### src/rtl/arbiter_puf_nbit_pkg.sv
`default_nettype none
// ============================================================================
// Module   : arbiter_puf_pkg
// Purpose  : Shared FSM state encoding and challenge-derivation helper for
//            the multi-bit arbiter PUF.
// Revision : 1.0 - initial release
// ============================================================================
package arbiter_puf_pkg;

    localparam int MAX_CHAL_W = 64;

    typedef logic [2:0] puf_state_t;

    localparam puf_state_t ST_IDLE   = 3'd0;
    localparam puf_state_t ST_ARM    = 3'd1;
    localparam puf_state_t ST_FIRE   = 3'd2;
    localparam puf_state_t ST_SAMPLE = 3'd3;
    localparam puf_state_t ST_RELAX  = 3'd4;
    localparam puf_state_t ST_DONE   = 3'd5;

    // Rotate the low w bits of v left by n (n < w); bits at and above w are zero.
    function automatic logic [MAX_CHAL_W-1:0] rotl_chal(
        input logic [MAX_CHAL_W-1:0] v,
        input int unsigned           w,
        input int unsigned           n
    );
        logic [MAX_CHAL_W-1:0] m;
        m = ~({MAX_CHAL_W{1'b1}} << w);
        return ((v << n) | (v >> (w - n))) & m;
    endfunction

endpackage
`default_nettype wire

### src/rtl/arbiter_puf_nbit_if.sv
`default_nettype none
// ============================================================================
// Module   : arbiter_puf_nbit_if
// Purpose  : Request/response bundle between the key controller and the PUF.
// Revision : 1.0 - initial release
// ============================================================================
interface arbiter_puf_nbit_if #(
    parameter int CHAL_W = 8,
    parameter int RESP_W = 8
);
    logic              start;
    logic [CHAL_W-1:0] challenge;
    logic              busy;
    logic              resp_valid;
    logic [RESP_W-1:0] response;
    logic [RESP_W-1:0] unstable;

    modport master (
        output start, challenge,
        input  busy, resp_valid, response, unstable
    );

    modport slave (
        input  start, challenge,
        output busy, resp_valid, response, unstable
    );
endinterface
`default_nettype wire

### src/rtl/arbiter_puf_nbit_chain.sv
`default_nettype none
// ============================================================================
// Module   : puf_arbiter_chain
// Purpose  : Two racing mux paths steered by sel; the arbiter flop records
//            which path wins. Must be preserved untouched through synthesis.
// Revision : 1.0 - initial release
// ============================================================================
module puf_arbiter_chain #(
    parameter int CHAL_W = 8
) (
    input  logic              pulse,
    input  logic [CHAL_W-1:0] sel,
    output logic              arb_raw
);

    for (genvar i = 0; i < CHAL_W; i++) begin : g_stage
        (* keep = "true", dont_touch = "true" *) logic w_top_in;
        (* keep = "true", dont_touch = "true" *) logic w_bot_in;
        (* keep = "true", dont_touch = "true" *) logic w_top_out;
        (* keep = "true", dont_touch = "true" *) logic w_bot_out;

        if (i == 0) begin : g_first
            assign w_top_in = pulse;
            assign w_bot_in = pulse;
        end else begin : g_next
            assign w_top_in = g_stage[i-1].w_top_out;
            assign w_bot_in = g_stage[i-1].w_bot_out;
        end

        // sel=1 swaps the two paths through this stage
        assign w_top_out = sel[i] ? w_bot_in : w_top_in;
        assign w_bot_out = sel[i] ? w_top_in : w_bot_in;
    end

    always_ff @(posedge g_stage[CHAL_W-1].w_bot_out) begin
        arb_raw <= g_stage[CHAL_W-1].w_top_out;
    end

endmodule
`default_nettype wire

### src/rtl/arbiter_puf_nbit.sv
`default_nettype none
// ============================================================================
// Module   : arbiter_puf_nbit
// Purpose  : Multi-bit arbiter PUF: one chain evaluated VOTE_N times per
//            response bit with a rotated challenge, majority-voted.
// Revision : 1.0 - initial release
// ============================================================================
module arbiter_puf_nbit
    import arbiter_puf_pkg::*;
#(
    parameter int CHAL_W     = 8,
    parameter int RESP_W     = 8,
    parameter int VOTE_N     = 5,
    parameter int SETTLE_CYC = 4
) (
    input  logic                 clk,
    input  logic                 rst,
    arbiter_puf_nbit_if.slave    bus
);

    localparam int c_OW = $clog2(VOTE_N + 1);
    localparam int c_VW = (VOTE_N > 1) ? $clog2(VOTE_N) : 1;
    localparam int c_BW = (RESP_W > 1) ? $clog2(RESP_W) : 1;
    localparam int c_SW = $clog2(SETTLE_CYC + 1);

    localparam logic [c_OW-1:0] c_HALF   = c_OW'(VOTE_N / 2);
    localparam logic [c_OW-1:0] c_VOTES  = c_OW'(VOTE_N);
    localparam logic [c_VW-1:0] c_VLAST  = c_VW'(VOTE_N - 1);
    localparam logic [c_BW-1:0] c_BLAST  = c_BW'(RESP_W - 1);
    localparam logic [c_SW-1:0] c_SETTLE = c_SW'(SETTLE_CYC);

    puf_state_t        r_state;
    logic [CHAL_W-1:0] r_chal;
    logic [CHAL_W-1:0] r_sel;
    logic              r_pulse;
    logic [1:0]        r_sync;
    logic [c_OW-1:0]   r_ones;
    logic [c_VW-1:0]   r_vote;
    logic [c_BW-1:0]   r_bit;
    logic [c_SW-1:0]   r_cnt;
    logic [RESP_W-1:0] r_resp_sh;
    logic [RESP_W-1:0] r_unst_sh;
    logic [RESP_W-1:0] r_response;
    logic [RESP_W-1:0] r_unstable;
    logic              r_busy;
    logic              r_valid;

    logic              w_arb_raw;
    logic              w_arb_q;
    int unsigned       w_rot_n;
    logic [CHAL_W-1:0] w_chal_i;

    assign w_rot_n  = 32'(r_bit) % CHAL_W;
    assign w_chal_i = CHAL_W'(rotl_chal(MAX_CHAL_W'(r_chal), CHAL_W, w_rot_n));
    assign w_arb_q  = r_sync[1];

    (* keep = "true", dont_touch = "true" *)
    puf_arbiter_chain #(
        .CHAL_W (CHAL_W)
    ) u_chain (
        .pulse   (r_pulse),
        .sel     (r_sel),
        .arb_raw (w_arb_raw)
    );

    // The arbiter flop is clocked by the chain, so its output is asynchronous here
    always_ff @(posedge clk) begin
        if (rst) begin
            r_sync <= 2'b00;
        end else begin
            r_sync <= {r_sync[0], w_arb_raw};
        end
    end

    always_ff @(posedge clk) begin
        if (rst) begin
            r_state    <= ST_IDLE;
            r_chal     <= '0;
            r_sel      <= '0;
            r_pulse    <= 1'b0;
            r_ones     <= '0;
            r_vote     <= '0;
            r_bit      <= '0;
            r_cnt      <= '0;
            r_resp_sh  <= '0;
            r_unst_sh  <= '0;
            r_response <= '0;
            r_unstable <= '0;
            r_busy     <= 1'b0;
            r_valid    <= 1'b0;
        end else begin
            r_valid <= 1'b0;
            case (r_state)
                ST_IDLE: begin
                    if (bus.start) begin
                        r_chal  <= bus.challenge;
                        r_bit   <= '0;
                        r_vote  <= '0;
                        r_ones  <= '0;
                        r_busy  <= 1'b1;
                        r_state <= ST_ARM;
                    end
                end
                ST_ARM: begin
                    r_sel   <= w_chal_i;
                    r_pulse <= 1'b1;
                    r_cnt   <= c_SETTLE;
                    r_state <= ST_FIRE;
                end
                ST_FIRE: begin
                    if (r_cnt == c_SW'(1)) begin
                        r_pulse <= 1'b0;
                        r_cnt   <= '0;
                        r_state <= ST_SAMPLE;
                    end else begin
                        r_cnt <= r_cnt - c_SW'(1);
                    end
                end
                ST_SAMPLE: begin
                    r_ones  <= r_ones + c_OW'(w_arb_q);
                    r_pulse <= 1'b0;
                    r_cnt   <= c_SETTLE;
                    r_state <= ST_RELAX;
                end
                ST_RELAX: begin
                    if (r_cnt != c_SW'(1)) begin
                        r_cnt <= r_cnt - c_SW'(1);
                    end else if (r_vote != c_VLAST) begin
                        r_cnt   <= '0;
                        r_vote  <= r_vote + c_VW'(1);
                        r_state <= ST_ARM;
                    end else begin
                        // Results go to shadow registers; outputs change only in DONE
                        r_resp_sh[r_bit] <= (r_ones > c_HALF);
                        r_unst_sh[r_bit] <= (r_ones != '0) && (r_ones != c_VOTES);
                        r_cnt  <= '0;
                        r_ones <= '0;
                        r_vote <= '0;
                        if (r_bit != c_BLAST) begin
                            r_bit   <= r_bit + c_BW'(1);
                            r_state <= ST_ARM;
                        end else begin
                            r_state <= ST_DONE;
                        end
                    end
                end
                ST_DONE: begin
                    r_response <= r_resp_sh;
                    r_unstable <= r_unst_sh;
                    r_valid    <= 1'b1;
                    r_busy     <= 1'b0;
                    r_state    <= ST_IDLE;
                end
                default: begin
                    r_pulse <= 1'b0;
                    r_busy  <= 1'b0;
                    r_state <= ST_IDLE;
                end
            endcase
        end
    end

    assign bus.busy       = r_busy;
    assign bus.resp_valid = r_valid;
    assign bus.response   = r_response;
    assign bus.unstable   = r_unstable;

endmodule
`default_nettype wire
### src/flat_wrapper.sv
// flat-port wrapper written by rule: the top's interface ports become plain ports
module arbiter_puf_nbit_flat import arbiter_puf_pkg::*;
#(
    parameter int CHAL_W     = 8,
    parameter int RESP_W     = 8,
    parameter int VOTE_N     = 5,
    parameter int SETTLE_CYC = 4
)
  (clk, rst, bus_start, bus_challenge, bus_busy, bus_resp_valid, bus_response, bus_unstable);
  arbiter_puf_nbit_if #(.CHAL_W(CHAL_W), .RESP_W(RESP_W)) bus_i ();
  input  logic clk;
  input  logic rst;
  input wire logic [$bits(bus_i.start)-1:0] bus_start;
  input wire logic [$bits(bus_i.challenge)-1:0] bus_challenge;
  output wire logic [$bits(bus_i.busy)-1:0] bus_busy;
  output wire logic [$bits(bus_i.resp_valid)-1:0] bus_resp_valid;
  output wire logic [$bits(bus_i.response)-1:0] bus_response;
  output wire logic [$bits(bus_i.unstable)-1:0] bus_unstable;
  assign bus_i.start = bus_start;
  assign bus_i.challenge = bus_challenge;
  assign bus_busy = bus_i.busy;
  assign bus_resp_valid = bus_i.resp_valid;
  assign bus_response = bus_i.response;
  assign bus_unstable = bus_i.unstable;
  arbiter_puf_nbit #(.CHAL_W(CHAL_W), .RESP_W(RESP_W), .VOTE_N(VOTE_N), .SETTLE_CYC(SETTLE_CYC)) u_core (.clk(clk), .rst(rst), .bus(bus_i));
endmodule
### config.mk
export PLATFORM = sky130hd
export DESIGN_NAME = arbiter_puf_nbit_flat
export DESIGN_NICKNAME = d
export VERILOG_FILES = /design/src/rtl/arbiter_puf_nbit_pkg.sv /design/src/rtl/arbiter_puf_nbit_if.sv /design/src/rtl/arbiter_puf_nbit_chain.sv /design/src/rtl/arbiter_puf_nbit.sv /design/src/flat_wrapper.sv
export SDC_FILE = /design/constraint.sdc
export NUM_CORES = 1
export LEC_CHECK = 0
export CORE_MARGIN = 5
export CORE_UTILIZATION = 45
export DETAILED_ROUTE_END_ITERATION = 12
export PLACE_DENSITY_LB_ADDON = 0.3
export SYNTH_ARGS = -nofsm -noshare
export SYNTH_HDL_FRONTEND = slang
export SYNTH_SLANG_ARGS = --single-unit
### constraint.sdc
create_clock -name clk -period 3.3 [get_ports clk]
set_input_delay 0.825 -clock clk [delete_from_list [all_inputs] [get_ports clk]]
set_output_delay 0.825 -clock clk [all_outputs]
set_load 0.03 [all_outputs]
; After elaboration in Yosys (flattened, before gate mapping)
; Cells that the tools add are included.
[word_totals]
ff_bits = 53
wordCells = 86
[op_classes]
add_sub_neg = 4
order_cmp = 3
eq_ne = 15
muxes = 29
n_bitwise = 4
n_reduce_logical = 17
[ops]
columns = cell, count
row1 = $mux W3, 15
row2 = $pmux W3 S3, 2
row3 = $bwmux W8, 2
row4 = $pmux W3 S5, 1
row5 = $pmux W3 S2, 2
row6 = $ne A3 B3 Y1 const B, 3
row7 = $reduce_and A3 Y1, 3
row8 = $reduce_bool A3 Y1, 3
row9 = $add A3 B1 Y3 const B, 2
row10 = $eq A3 B1 Y1 const B, 2
row11 = $eq A3 B2 Y1 const B, 2
row12 = $eq A3 B3 Y1 const B, 2
row13 = $ne A2 B2 Y1 const B, 3
row14 = $reduce_and A5 Y1, 1
row15 = $lt A3 B4 Y1 const B, 1
row16 = $mux W1, 4
row17 = $ne A2 B1 Y1 const B, 2
row18 = $not A1 Y1, 4
row19 = $reduce_and A2 Y1, 2
row20 = $reduce_and A4 Y1, 1
row21 = $reduce_or A4 Y1, 1
row22 = $add A3 B1 Y3, 1
row23 = $demux W1 S3, 1
row24 = $ge A3 B1 Y1 const B, 1
row25 = other kinds (10), 11

; Longest topological paths before layout
[depth]
depth_word = 5
mapped_depth = 6
depth_no_buf = 6

; By module
; From an unflattened synthesis, not the netlist that was laid out.
[hier_totals]
hier_cells = 435
hier_area_um2 = 3714.8
[modules_own_cells]
columns = module, n_inst, cells_each, area_each_um2
row1 = arbiter_puf_nbit, 1, 402, 3454.6
row2 = puf_arbiter_chain, 1, 33, 260.2

==> results.toml <==
[outcome]
status = "completed"

[sta]
final_hold_viol_count = 0
timing.final.crit_share_pct = 65.51
slew-limit-headroom_pct = 56.15
timing.fmax_ghz = 0.4626
finalSetupViolations = 0
untimed_endpoints = 1
maxSlewViolCount = 0
timing_worst_slew_pin_value_ns = 0.6563
fin_setup_tns_ns = 0
grt_setup_unrepaired = "no"
skew_ns = 0.006830
register_pins_left_without_a_clock = 1
finalWorstPathRequiredPeriod_ns = 2.162

[critical_path]
timing.critical_path.buf_inv = 1
worst-endpoint-arrival_ns = 1.34
setup.worst_path.end_class = "output port"
slowest_delay_ns = 0.67
cp_cell_sequence = "clkdlybuf4s50_1"
criticalPathCategory = "flop to output port"
required_ns = 2.47
gate_family_responsible_for_the_most_delay_along_the_worst_path = "buffers and inverters"
critPathMaxFanout = 3
start_kind = "flop"
cpMaxStageDelayCell = "clkdlybuf4s50_1"

[floorplan]
die_height_um = 81.70
count_of_pins_on_the_block_boundary = 29
die_width_um = 81.70
core.rowCount = 26
fp.coreArea_um2 = 5042
die_area_um2 = 6675
floorplan.initialDensity_pct = 45.88

[global_routing]
antenna_found_initial = 0
grt_pass1_wl_mm = 8.066
grt_busiest_layer = "met2"
grt_pass1_vias = 1733
grt_use_met3_pct = 4.057
globalRouteOverflowTotal = 0
gr-usage-met1_pct = 21.72
grt_max_degree = 21
total_global_route_track_usage_pct = 15.41
global_route.usage.met2_pct = 23.13

[cts]
cts_post_setup_buffers_inserted = 0
ctsHtreeMaxLevel = 2
clkSlewWorstSetupHoldPaths_ns = 0.09
post_cts_resize_count = 0
clk_latency_ns = 0.31
cts.hold.buffers_added = 0
cts_root_buffer = "clkbuf_8"
cts_made_buffers = 5
clockBufferDepth = 2
cts_tree = "yes"

[placement]
gp_congestion = 0.8117
dp_cells = 347
hpwl_dp_mm = 3.118
io_buffer_count = 20

[worst_hold_path]
worst_hold_path_type = "flop to flop"

[routing]
drtPass1Iterations = 4
wl_per_cell_um = 12.98
detailedRoute.firstIterationViolations = 92
ant_nets = 0
route.vias.total = 1862
postRouteWirelength_mm = 4.608
remaining_drc_errors = 0
drt-vias-per-instance = 5.245

[power_and_ir_drop]
power.density_nw_per_um2 = 453.6
ir_worst_vdd_mv = 0.2151
design_power_total_w = 0.001218
total_leakage_power_nw = 0.9502

[flow_run]
timing.max_cap.violations = 0

[logic_synthesis]
syn_avg_cell_area_um2 = 8.665
synth_area_um2 = 2313
post_synthesis_net_count = 286
synth-warning-count = 0
syn_inst = 267

[final_layout]
layout.core_utilization_pct = 53.25
final_cell_mix = "53 x dfxtp_1, 40 x nand2_1, 25 x a21oi_1"
n_antenna_cell = 0
post_layout_nonfiller_instances = 355
area_growth_pct = 16.06
finalNetCount = 303
post_route_cells_drive_above_1_share_pct = 6.316
layout.cells.most_common = "dfxtp_1"
## power breakdown
part / switching (W) / internal, W / total, W / leakage (nW)
Sequential: 0.0000211 / 0.000641 / 0.000662 / 0.428
Clock: 0.000215 / 0.000229 / 0.000444 / 0.0558
Combinational: 0.0000651 / 0.0000469 / 0.000112 / 0.466
Total: 0.000301 / 0.000917 / 0.00122 / 0.950
## registers in the layout (all words and copies together) (netlist names)
register and count:
u_core.bus.response 8, u_core.bus.unstable 8, u_core.r_resp_sh 8, u_core.r_unst_sh 8, u_core.r_bit 3, u_core.r_cnt 3, u_core.r_ones 3, u_core.r_state 3
u_core.r_vote 3, u_core.r_sync 2, u_core.bus.busy 1, u_core.bus.resp_valid 1, u_core.r_pulse 1, u_core.u_chain.arb_raw 1
## layout make-up
cell class	instances	area [µm²]
sequential	53	1061
clock inverter	2	38.79
multi-input combinational	189	1154
fill	470	2357
inverter	11	41.29
timing repair buffer	24	230.2
tap	70	87.58
clock buffer	6	72.57
## metal layers
| layer | vias to the layer above | wire length, µm |
|---|---|---|
| li1 | 961 | - |
| met1 | 872 | 2386 |
| met2 | 25 | 2033 |
| met3 | 4 | 149 |
| met4 | 0 | 39 |
| met5 | - | 0 |
## through the flow
step | hold slack [ns] | setup slack [ns] | cell area, µm²
after CTS | 0.4545 | 1.123 | 2685
after detailed placement | 0.4395 | 0.9006 | 2574
final | 0.4466 | 1.138 | 2685
after global routing | 0.4619 | 1.078 | 2685
after global placement | 0.4272 | 0.9165 | 2574
after floorplan | 0.4138 | 1.652 | 2313
## worst paths after layout
path,start,end,slack [ns],depth (start not counted)
worst min register to register,u_core.r_sync[0],u_core.r_sync[1],0.45,1
worst max-delay path,u_core.bus.busy,bus_busy,1.14,1
worst min-delay path,u_core.r_sync[0],u_core.r_sync[1],0.45,1
worst max register to register,u_core.r_state[2],u_core.r_bit[0],1.23,4
No activity file was read; power rests on OpenSTA's default activity.
